<file path="src/rtl/mul32_pkg.sv">
// Shared constants and state encoding for the 32x32 shift-add multiplier.
package mul32_pkg;

    localparam int DATA_W = 32;
    localparam int ITER_N = DATA_W;
    localparam int CNT_W  = 6;

    localparam logic [CNT_W-1:0] LAST_CNT = CNT_W'(ITER_N - 1);

    typedef enum logic [1:0] {
        ST_IDLE = 2'b00,
        ST_EXEC = 2'b01,
        ST_DONE = 2'b10
    } state_t;

endpackage

</file>
<file path="src/rtl/cla32_ov.sv">
// 32-bit adder built from 4-bit carry-lookahead groups; exposes carry-out and
// the carry into bit 31 for overflow detection by signed users.
module cla32_ov (
    input  logic [31:0] a,
    input  logic [31:0] b,
    input  logic        ci,
    output logic [31:0] s,
    output logic        co,
    output logic        co_prev
);

    logic [3:0] gen_v;
    logic [3:0] prop_v;
    logic [3:0] c;
    logic       carry;

    always_comb begin
        carry   = ci;
        s       = '0;
        co_prev = 1'b0;
        gen_v   = '0;
        prop_v  = '0;
        c       = '0;
        for (int g = 0; g < 8; g++) begin
            gen_v  = a[g*4 +: 4] & b[g*4 +: 4];
            prop_v = a[g*4 +: 4] ^ b[g*4 +: 4];
            c[0] = carry;
            c[1] = gen_v[0] | (prop_v[0] & carry);
            c[2] = gen_v[1] | (prop_v[1] & gen_v[0]) | ((&prop_v[1:0]) & carry);
            c[3] = gen_v[2] | (prop_v[2] & gen_v[1]) | ((&prop_v[2:1]) & gen_v[0])
                 | ((&prop_v[2:0]) & carry);
            s[g*4 +: 4] = prop_v ^ c;
            if (g == 7) co_prev = c[3];
            carry = gen_v[3] | (prop_v[3] & c[3]);
        end
        co = carry;
    end

endmodule

</file>
<file path="src/rtl/mul32_shift_add.sv">
// Unsigned 32x32->64 sequential multiplier: one add-and-shift per clock using
// cla32_ov, 32 iterations, start/done/clear handshake.
module mul32_shift_add
    import mul32_pkg::*;
(
    input  logic                  clk,
    input  logic                  reset,
    input  logic                  op_start,
    input  logic                  op_clear,
    input  logic [DATA_W-1:0]     multiplicand,
    input  logic [DATA_W-1:0]     multiplier,
    output logic                  op_busy,
    output logic                  op_done,
    output logic [2*DATA_W-1:0]   result
);

    // Handshake: op_start is taken only in IDLE; op_clear wins over op_start and
    // aborts from any state; result is meaningful only while op_done is high.
    state_t            state;
    logic [DATA_W-1:0] a_reg;
    logic [DATA_W-1:0] q_reg;
    logic [DATA_W-1:0] m_reg;
    logic [CNT_W-1:0]  count;

    logic [DATA_W-1:0] addend;
    logic [DATA_W-1:0] sum;
    logic              carry_out;
    logic              unused_co_prev;

    assign addend = q_reg[0] ? m_reg : '0;

    cla32_ov u_add (
        .a       (a_reg),
        .b       (addend),
        .ci      (1'b0),
        .s       (sum),
        .co      (carry_out),
        .co_prev (unused_co_prev)
    );

    always_ff @(posedge clk or posedge reset) begin
        if (reset) begin
            state <= ST_IDLE;
            a_reg <= '0;
            q_reg <= '0;
            m_reg <= '0;
            count <= '0;
        end else begin
            case (state)
                ST_IDLE: begin
                    if (op_clear) begin
                        a_reg <= '0;
                        q_reg <= '0;
                        m_reg <= '0;
                        count <= '0;
                    end else if (op_start) begin
                        a_reg <= '0;
                        q_reg <= multiplier;
                        m_reg <= multiplicand;
                        count <= '0;
                        state <= ST_EXEC;
                    end
                end
                ST_EXEC: begin
                    if (op_clear) begin
                        a_reg <= '0;
                        q_reg <= '0;
                        m_reg <= '0;
                        count <= '0;
                        state <= ST_IDLE;
                    end else begin
                        // Carry-out becomes the MSB of A so no product bit is lost.
                        a_reg <= {carry_out, sum[DATA_W-1:1]};
                        q_reg <= {sum[0], q_reg[DATA_W-1:1]};
                        count <= count + CNT_W'(1);
                        if (count == LAST_CNT) state <= ST_DONE;
                    end
                end
                ST_DONE: begin
                    if (op_clear) begin
                        a_reg <= '0;
                        q_reg <= '0;
                        m_reg <= '0;
                        count <= '0;
                        state <= ST_IDLE;
                    end
                end
                default: begin
                    a_reg <= '0;
                    q_reg <= '0;
                    m_reg <= '0;
                    count <= '0;
                    state <= ST_IDLE;
                end
            endcase
        end
    end

    assign op_busy = (state == ST_EXEC);
    assign op_done = (state == ST_DONE);
    assign result  = (state == ST_DONE) ? {a_reg, q_reg} : '0;

endmodule
</file>
<file path="config.mk">
export PLATFORM = sky130hd
export DESIGN_NAME = mul32_shift_add
export DESIGN_NICKNAME = d
export VERILOG_FILES = /design/src/rtl/mul32_pkg.sv /design/src/rtl/cla32_ov.sv /design/src/rtl/mul32_shift_add.sv
export SDC_FILE = /design/constraint.sdc
export NUM_CORES = 1
export LEC_CHECK = 0
export CAP_MARGIN = 10
export CORE_MARGIN = 1.5
export CORE_UTILIZATION = 25
export CTS_CLUSTER_DIAMETER = 80
export DETAILED_ROUTE_END_ITERATION = 7
export SYNTH_ARGS = -nofsm -noshare
export SYNTH_HDL_FRONTEND = slang
export SYNTH_SLANG_ARGS = --single-unit
export TNS_END_PERCENT = 5
</file>
<file path="constraint.sdc">
create_clock -name clk -period 8.85 [get_ports clk]
set_input_delay 0.885 -clock clk [delete_from_list [all_inputs] [get_ports clk]]
set_output_delay 0.885 -clock clk [all_outputs]
set_load 0.05 [all_outputs]
</file>
# After elaboration in Yosys (flattened, before gate mapping)
# Index checks and enable logic that the tools add are counted.
# totals
input_bits,68
elab_cells,197
reg_bits,104
# classes
mux,25
reduce_logical,27
bitwise,130
n_eq_ne,9
n_addsub,1
# ops
cell,n
$mux W32,10
$pmux W32 S3,2
$mux W64,1
$pmux W32 S2,1
$xor A4 B4 Y4,16
$and A1 B1 Y1,53
$or A1 B1 Y1,53
$reduce_and A2 Y1,17
$and A4 B4 Y4,8
$mux W6,4
$reduce_and A3 Y1,7
$pmux W6 S3,1
$mux W2,5
$add A6 B1 Y6 const B,1
$eq A6 B5 Y1 const B,1
$ne A2 B2 Y1 const B,3
$pmux W2 S3,1
$reduce_and A4 Y1,1
$ne A3 B2 Y1 const B,1
$ne A3 B3 Y1 const B,1
$eq A2 B1 Y1 const B,1
$eq A2 B2 Y1 const B,1
$logic_not A2 Y1,1
$ne A2 B1 Y1 const B,1
$reduce_or A2 Y1,1

# Logic depth before layout (Yosys ltp)
# Gate-level depths: netlist of run 1.
# depth
ltp_word,37
depth_mapped,36
ltp_nobuf,35

# Hierarchy
# From an unflattened synthesis of run 1, not the netlist that was laid out.
# hier_totals
cells_unflattened,675
hier_area_um2,6032.0
# modules_own_cells
mod,instances,area_per_inst_um2,cells_per_inst,seq_area_each_um2
mul32_shift_add,1,5073.6,583,2602.5
cla32_ov,1,958.4,92,0.0

# Worst setup path before layout of run 1
# No wires, ideal clock.
# synth_path
path_kind,reg2reg
from,reg q_reg[0]
to,reg a_reg[30]
path_stages_with_launch,37
arrival_time_ns,7.630
synth_period_minus_slack_ns,7.725
required_time_ns,8.754
path_slack_ns,1.125
path_cell_list,dfrtp_1 > clkbuf_1 > nand2_1 > inv_1 > ha_1 > a21o_1 > a21oi_1 > fa_1 > nand2b_1 > a21oi_1 > a21oi_1 > fa_1 > nand2b_1 > a21oi_1 > a21oi_1 > fa_1 > nand2b_1 > a21oi_1 > a21oi_1 > fa_1 > nand2b_1 > a21oi_1 > a21oi_1 > fa_1 > nand2b_1 > a21oi_1 > a21oi_1 > fa_1 > nand2b_1 > a21oi_1 > a21oi_1 > fa_1 > nand2b_1 > a21oi_1 > a21oi_1 > fa_1 > o31ai_1
# synth_via
elab_chain_cells,36
# synth_rtl
element,line,text
"start, declared",mul32_shift_add.sv:21,logic [DATA_W-1:0] q_reg;
"start signal, assigned",mul32_shift_add.sv:58,q_reg <= multiplier;
"start signal, assigned",mul32_shift_add.sv:74,"q_reg <= {sum[0], q_reg[DATA_W-1:1]};"
$mux W32 *,mul32_shift_add.sv:30,assign addend = q_reg[0] ? m_reg : '0;
$xor A4 B4 Y4 / $and A4 B4 Y4 (equally long branches),"cla32_ov.sv:26, cla32_ov.sv:25",
$and A1 B1 Y1 / $reduce_and A2 Y1 (equally long branches),cla32_ov.sv:30,c[3] = gen_v[2] | (prop_v[2] & gen_v[1]) | ((&prop_v[2:1]) & gen_v[0])
$or A1 B1 Y1 / $and A1 B1 Y1 (equally long branches),cla32_ov.sv:30,
$or A1 B1 Y1,cla32_ov.sv:30,
$and A1 B1 Y1,cla32_ov.sv:34,carry = gen_v[3] | (prop_v[3] & c[3]);
$or A1 B1 Y1,cla32_ov.sv:34,
$and A1 B1 Y1,cla32_ov.sv:31,| ((&prop_v[2:0]) & carry);
(+20 left out),-,
$or A1 B1 Y1,cla32_ov.sv:31,
$and A1 B1 Y1,cla32_ov.sv:34,
$or A1 B1 Y1,cla32_ov.sv:34,
$and A1 B1 Y1,cla32_ov.sv:31,
$or A1 B1 Y1,cla32_ov.sv:31,
$xor A4 B4 Y4 *,cla32_ov.sv:32,s[g*4 +: 4] = prop_v ^ c;
$mux W32 *,mul32_shift_add.sv:65,if (op_clear) begin
$pmux W32 S3 *,mul32_shift_add.sv:49,case (state)
"end signal, assigned",mul32_shift_add.sv:73,"a_reg <= {carry_out, sum[DATA_W-1:1]};"
"end, declared",mul32_shift_add.sv:20,logic [DATA_W-1:0] a_reg;
# Every way passes the cells marked *; elsewhere a longest branch is shown, timed or not.
# A chain may end at the register's enable or synchronous reset.

# Worst setup path in the final report of run 1
# Same ends and word-level chain as after synthesis.

==> impl_metrics.csv, run 1 <==
group,metric,value,unit
setup_path,worst_setup_path_end_kind,"flip-flop",
floorplanning,rows,56,
timing,drv_slew,0,
hold_path,min_path_type,"flip-flop to flip-flop",
power_and_ir_drop,p_seq_share,43.7,%
cells_and_area,syn2layout_area_growth,32.3,%
placed_design,routabilityCongestion,0.734,
drt,antenna_left,0,
floorplanning,die-width,157,um
setup_path,crit_path_top_delay_cell,"fa_1",
setup_path,critPathMaxFanout,5,
setup_path,critPathMaxStageDelay,0.45,ns
placed_design,post_dp_cell_area,0.00757,mm^2
drt,wl_per_cell,14.1,um
setup_path,cpMostUsedCell,"a21oi_1",
setup_path,cp.arrival,8.33,ns
setup_path,start_kind,"flip-flop",
timing,rsz0062_at_grt,"false",
power_and_ir_drop,switching_share,35.4,%
cells_and_area,drive_gt1_share,4.06,%
drt,remaining_drc_errors,0,
cts,cts_buffers,9,
timing,skew,0.0139,ns
cells_and_area,antennaDiodeCount,0,
cts,cts_sinks,104,
logic_synthesis,synth-seq-cells,104,
logic_synthesis,synth_area,0.00595,mm^2
placed_design,io_buffers,133,
cts,cts_hold_buf,0,
cells_and_area,fin_cells,1083,
logic_synthesis,synth_nets,764,
power_and_ir_drop,switchingPower,482,uW
setup_path,reg2reg_depth,35,
timing,max_slew_margin,25.8,%
hold_path,worstHoldPathCells,2,
cts,cts_resized,0,
grt,overflow,0,
logic_synthesis,ys_types,32,
cells_and_area,final_nets,871,
timing,hold_violations,0,
timing,fin_crit,8.07,ns
floorplanning,dieArea,0.0247,mm^2
hold_path,min-delay-start,"a_reg[15]$_DFFE_PP0P_",
placed_design,dp.cells,1067,
placed_design,post-dp-hpwl,10400,um
power_and_ir_drop,cellPowerDensity,173,mW/mm^2
logic_synthesis,ys.warnings.count,0,
timing,tns,0,ns
power_and_ir_drop,combPwrFrac,26.7,%
grt,grt_pass1_wl,25200,um
setup_path,cp-startpoint,"q_reg[0]$_DFFE_PP0P_",
power_and_ir_drop,pwr-share-clk,29.6,%
cells_and_area,fill_cells,2458,
drt,routed_wl,15300,um
grt,grt_usage,13.0,%
floorplanning,fp.coreArea,0.0234,mm^2
timing,setup_violations,0,
cells_and_area,final_area,0.00787,mm^2
setup_path,rr_startpoint,"q_reg[0]$_DFFE_PP0P_",
grt,antenna_found_initial,0,
power_and_ir_drop,p_total,1.36,mW
outcome,status,"finished clean",
logic_synthesis,syn_avg_cell_area,9.12,um^2
grt,grt_max_degree,91,
setup_path,critPathKind,"flip-flop to flip-flop",
cts,cts_tree,"done",
drt,drt_iter0_drc,260,
cts,worstSkewPairLatency,0.36,ns
cts,postCtsSetupBuffers,0,
grt,first_global_vias,4768,
cts,clkSlewWorstSetupHoldPaths,0.08,ns
hold_path,holdPathEnd,"a_reg[15]$_DFFE_PP0P_",
power_and_ir_drop,ir_drop,110,uV
power_and_ir_drop,p_int,879,uW
timing,timing.final.crit_share,91.2,%
timing,max_freq,124,MHz
floorplanning,die_h,157,um
floorplanning,initial_utilization,25.4,%
setup_path,rr_endpoint,"a_reg[30]$_DFFE_PP0P_",
setup_path,rrSetupSlack,0.78,ns
cts,htreeDepth,3,
cts,clk_path_buf_depth,2,
power_and_ir_drop,p_leak,3.44,nW
drt,vias,4801,
cts,root_buffer,"clkbuf_16",
logic_synthesis,synthCells,652,
floorplanning,ios,134,
drt,firstDrtPassIters,5,
setup_path,required,9.11,ns
flow_run,cap_violations,0,
logic_synthesis,yosysSeqAreaShare,43.8,%
timing,tightest_slew,1.11,ns
drt,avgViaCountPerCell,4.43,
cell type report:
class	count	area, um^2	area share, %
Clock buffer	10	239	3.04
Inverter	54	205	2.61
Tap cell	319	399	5.07
Sequential cell	104	2600	33.1
Clock inverter	6	58.8	0.747
Multi-Input combinational cell	450	2980	37.9
Timing Repair Buffer	140	1380	17.6
Yosys cell counts (all sizes together):
library cell / count / share of area (%)
nor3: 1 / 0.17
and3: 1 / 0.11
a22oi: 33 / 4.2
or3: 1 / 0.11
xnor2: 1 / 0.15
and2: 79 / 8.3
o21ai: 78 / 6.6
nor2b: 4 / 0.55
o41ai: 1 / 0.15
inv: 53 / 3.3
ha: 28 / 5.9
a21oi: 18 / 1.5
a21o: 1 / 0.13
xor2: 14 / 2.1
o21ba: 1 / 0.17
nand2b: 10 / 1.1
buf: 7 / 0.69
dfrtp: 104 / 44
mux2: 1 / 0.19
nand2: 71 / 4.5
o31ai: 10 / 1.3
or4: 1 / 0.13
mux2i: 1 / 0.17
a22o: 15 / 2.2
fa: 16 / 5.4
nand3: 36 / 3.0
clkbuf: 37 / 2.3
clkinv: 1 / 0.063
nor2: 27 / 1.7
o21bai: 1 / 0.19
power by group through the flow:
stage | combinational (mW) | clock, mW | sequential [mW]
6_report | 0.364 | 0.402 | 0.595
5_1_grt | 0.415 | 0.435 | 0.606
4_1_cts | 0.373 | 0.417 | 0.596
3_5_place_dp | 0.372 | 0 | 0.605
3_3_place_gp | 0.368 | 0 | 0.602
2_1_floorplan | 0.261 | 0 | 0.589
worst max-delay path, delay by kind of cell, from the launching register on:
| family | cells | cell delay [ns] |
|---|---|---|
| AOI/OAI and AO/OA | 17 | 2.72 |
| adders and majority gates | 9 | 3.58 |
| DFF | 1 | 0.43 |
| buffers and inverters | 1 | 0.05 |
| and+or+nand+nor | 8 | 1.18 |
per-layer routing:
metal	track usage, %	up-vias	routed length (um)
met1	18.1	2258	7420
met3	2.12	12	777
met5	0	-	0
met4	4.22	0	208
met2	20.6	142	6910
li1	-	2389	-
through the flow:
| stage | hold WS [ns] | setup WS, ns | util [%] |
|---|---|---|---|
| final | 0.480 | 0.781 | 33.6 |
| after detailed placement | 0.467 | 0.808 | 32.4 |
| after global placement | 0.464 | 0.926 | 32.4 |
| after global routing | 0.507 | 0.129 | 33.6 |
| after CTS | 0.485 | 0.756 | 33.6 |
| after floorplan | 0.449 | 1.12 | - |
logic make-up after synthesis:
family | share of synthesized area (%)
xor gates and xnor gates | 2.21
and+or+nand+nor | 19.6
muxes | 0.358
DFF | 43.8
buffers and inverters | 6.44
adders and majority gates | 11.3
AOI/OAI and AO/OA | 16.3
how the worst max path moves through the flow:
stage | end
global route | a_reg[30]$_DFFE_PP0P_
finish | a_reg[30]$_DFFE_PP0P_
detailed placement | a_reg[30]$_DFFE_PP0P_
CTS | a_reg[30]$_DFFE_PP0P_
floorplan | a_reg[30]$_DFFE_PP0P_
global placement | a_reg[30]$_DFFE_PP0P_
cells in the final DEF, fill, tap and decap left out:
master | Yosys | final
nand3_1 | 36 | 36
clkinvlp_4 | 0 | 1
and2_1 | 79 | 79
or4_1 | 1 | 1
a22o_1 | 15 | 15
o41ai_1 | 1 | 1
clkinv_1 | 1 | 1
a21oi_1 | 18 | 18
clkdlybuf4s50_1 | 0 | 133
and3_1 | 1 | 1
xnor2_1 | 1 | 1
a21o_1 | 1 | 1
nor2b_1 | 3 | 2
a22oi_1 | 33 | 33
clkinv_4 | 0 | 1
ha_2 | 0 | 1
dfrtp_1 | 104 | 104
o31ai_1 | 10 | 10
nor3_2 | 1 | 1
inv_6 | 0 | 3
nor2_1 | 27 | 27
or3_1 | 1 | 1
nand2_1 | 71 | 71
o21bai_4 | 0 | 1
o21ai_0 | 78 | 78
clkinv_8 | 0 | 1
mux2i_1 | 1 | 1
clkbuf_8 | 0 | 1
inv_1 | 53 | 52
inv_4 | 0 | 1
clkbuf_16 | 0 | 9
nor2b_4 | 1 | 1
nand2b_1 | 10 | 10
ha_1 | 28 | 27
o21ba_4 | 0 | 1
xor2_1 | 14 | 14
nor2b_2 | 0 | 1
mux2_2 | 1 | 1
fa_1 | 16 | 16
buf_4 | 0 | 7
Note: power is estimated with default switching activity, not from simulation.
==> inputs of run 2 (changes only) <==
Settings changed: CORE_UTILIZATION 25 to 40, PLACE_DENSITY set to 0.66, TNS_END_PERCENT 5 to 10.
==> run 2 against run 1 <==
Largest power group unchanged. Critical endpoint unchanged. Register-to-register slack got worse by 0.16 ns. Non-clock buffer count did not move. Global-route usage rose by 5.3 points. Clock-buffer cell count did not move. Critical path type unchanged.
==> impl_metrics.csv, run 2 (synthesis results as in run 1) <==
group,metric,value,unit
outcome,status,"finished clean",
cts,postCtsSetupBuffers,0,
floorplanning,die_h,125,um
placed_design,post-dp-hpwl,9610,um
setup_path,critPathMaxStageDelay,0.46,ns
timing,timing.final.crit_share,93.0,%
setup_path,cp-startpoint,"q_reg[0]$_DFFE_PP0P_",
setup_path,critPathMaxFanout,30,
setup_path,crit_path_top_delay_cell,"fa_1",
placed_design,post_dp_cell_area,0.00740,mm^2
timing,skew,0.00794,ns
flow_run,cap_violations,0,
grt,antenna_found_initial,0,
floorplanning,ios,134,
timing,tns,0,ns
drt,drt_iter0_drc,216,
power_and_ir_drop,ir_drop,112,uV
setup_path,cp.arrival,8.48,ns
timing,drv_slew,0,
grt,grt_usage,18.4,%
timing,setup_violations,0,
power_and_ir_drop,p_total,1.46,mW
cells_and_area,drive_gt1_share,4.19,%
cells_and_area,final_core_util,53.6,%
placed_design,routabilityCongestion,0.810,
hold_path,min_path_type,"flip-flop to flip-flop",
drt,vias,4808,
drt,routed_wl,14200,um
cts,clkSlewWorstSetupHoldPaths,0.07,ns
setup_path,cpMostUsedCell,"a21oi_1",
cells_and_area,syn2layout_area_growth,31.1,%
cts,clk_path_buf_depth,2,
setup_path,start_kind,"flip-flop",
drt,firstDrtPassIters,4,
setup_path,required,9.10,ns
setup_path,critPathKind,"flip-flop to flip-flop",
grt,grt_max_degree,91,
cts,htreeDepth,3,
setup_path,rr_startpoint,"q_reg[0]$_DFFE_PP0P_",
power_and_ir_drop,p_leak,3.48,nW
cts,root_buffer,"clkbuf_16",
setup_path,worst_setup_path_end_kind,"flip-flop",
drt,antenna_left,0,
timing,rsz0062_at_grt,"false",
cts,cts_tree,"done",
grt,first_global_vias,4729,
floorplanning,fp.coreArea,0.0145,mm^2
grt,overflow,0,
cts,cts_resized,0,
cells_and_area,fin_cells,948,
cells_and_area,final_area,0.00780,mm^2
timing,max_slew_margin,27.2,%
floorplanning,die-width,125,um
floorplanning,initial_utilization,40.9,%
timing,tightest_slew,1.09,ns
cells_and_area,final_cell_mix,"clkdlybuf4s50_1, dfrtp_1, and2_1",
power_and_ir_drop,cellPowerDensity,187,mW/mm^2
placed_design,dp.cells,931,
cells_and_area,antennaDiodeCount,0,
timing,max_freq,121,MHz
floorplanning,dieArea,0.0156,mm^2
cts,cts_buffers,9,
cts,cts_hold_buf,0,
cts,cts_sinks,104,
drt,remaining_drc_errors,0,
cts,worstSkewPairLatency,0.35,ns
grt,grt_pass1_wl,23400,um
timing,fin_crit,8.23,ns
cells_and_area,layout_commonest_cell,"clkdlybuf4s50_1",
floorplanning,rows,44,
drt,avgViaCountPerCell,5.07,
placed_design,io_buffers,133,
timing,hold_violations,0,
drt,wl_per_cell,15.0,um
cells_and_area,final_nets,871,
hold_path,min-delay-start,"a_reg[31]$_DFFE_PP0P_",
run 2: per-layer routing:
metal,vias to the layer above,GRT usage (%),routed length (um)
li1,2379,-,-
met1,2292,25.5,6980
met2,122,29.3,6440
met3,15,3.08,564
met4,0,6.48,235
met5,-,0,0
run 2: power breakdown:
group | switching [mW] | internal [mW] | total [mW]
registers | 0.0465 | 0.548 | 0.595
logic | 0.233 | 0.129 | 0.362
clock network | 0.186 | 0.315 | 0.501
total | 0.466 | 0.992 | 1.46
run 2: worst paths after layout:
| kind | endpoint | slack, ns | cells past startpoint |
|---|---|---|---|
| hold / removal | a_reg[31]$_DFFE_PP0P_ | 0.49 | 2 |
| setup / recovery | a_reg[30]$_DFFE_PP0P_ | 0.62 | 34 |
| hold reg to reg | a_reg[31]$_DFFE_PP0P_ | 0.49 | 2 |
| min in group asynchronous | q_reg[3]$_DFFE_PP0P_ | 0.88 | 2 |
| setup reg to reg | a_reg[30]$_DFFE_PP0P_ | 0.62 | 34 |
| max in group asynchronous | a_reg[25]$_DFFE_PP0P_ | 6.70 | 3 |
run 2: through the flow:
step	worst slack [ns]	hold slack [ns]
finish	0.619	0.489
global route	0.0620	0.516
CTS	0.556	0.493
detailed placement	0.600	0.476
global placement	0.786	0.462
floorplan	1.12	0.449
run 2: worst max-delay path, delay by kind of cell, from the launching register on:
| family | cells | cell delay (ns) |
|---|---|---|
| AND/OR/NAND/NOR | 8 | 1.27 |
| adder cells (fa/ha/maj) | 9 | 3.66 |
| AO/OA/AOI/OAI | 16 | 2.54 |
| buffers and inverters | 1 | 0.23 |
| flip-flops | 1 | 0.42 |
run 2: area by class of cell:
type	instances	area, um^2
Fill cell	1356	6740
Inverter	54	205
Timing Repair Buffer	140	1400
Clock inverter	6	138
Multi-Input combinational cell	450	2990
Sequential cell	104	2600
Clock buffer	10	239
Tap cell	184	230
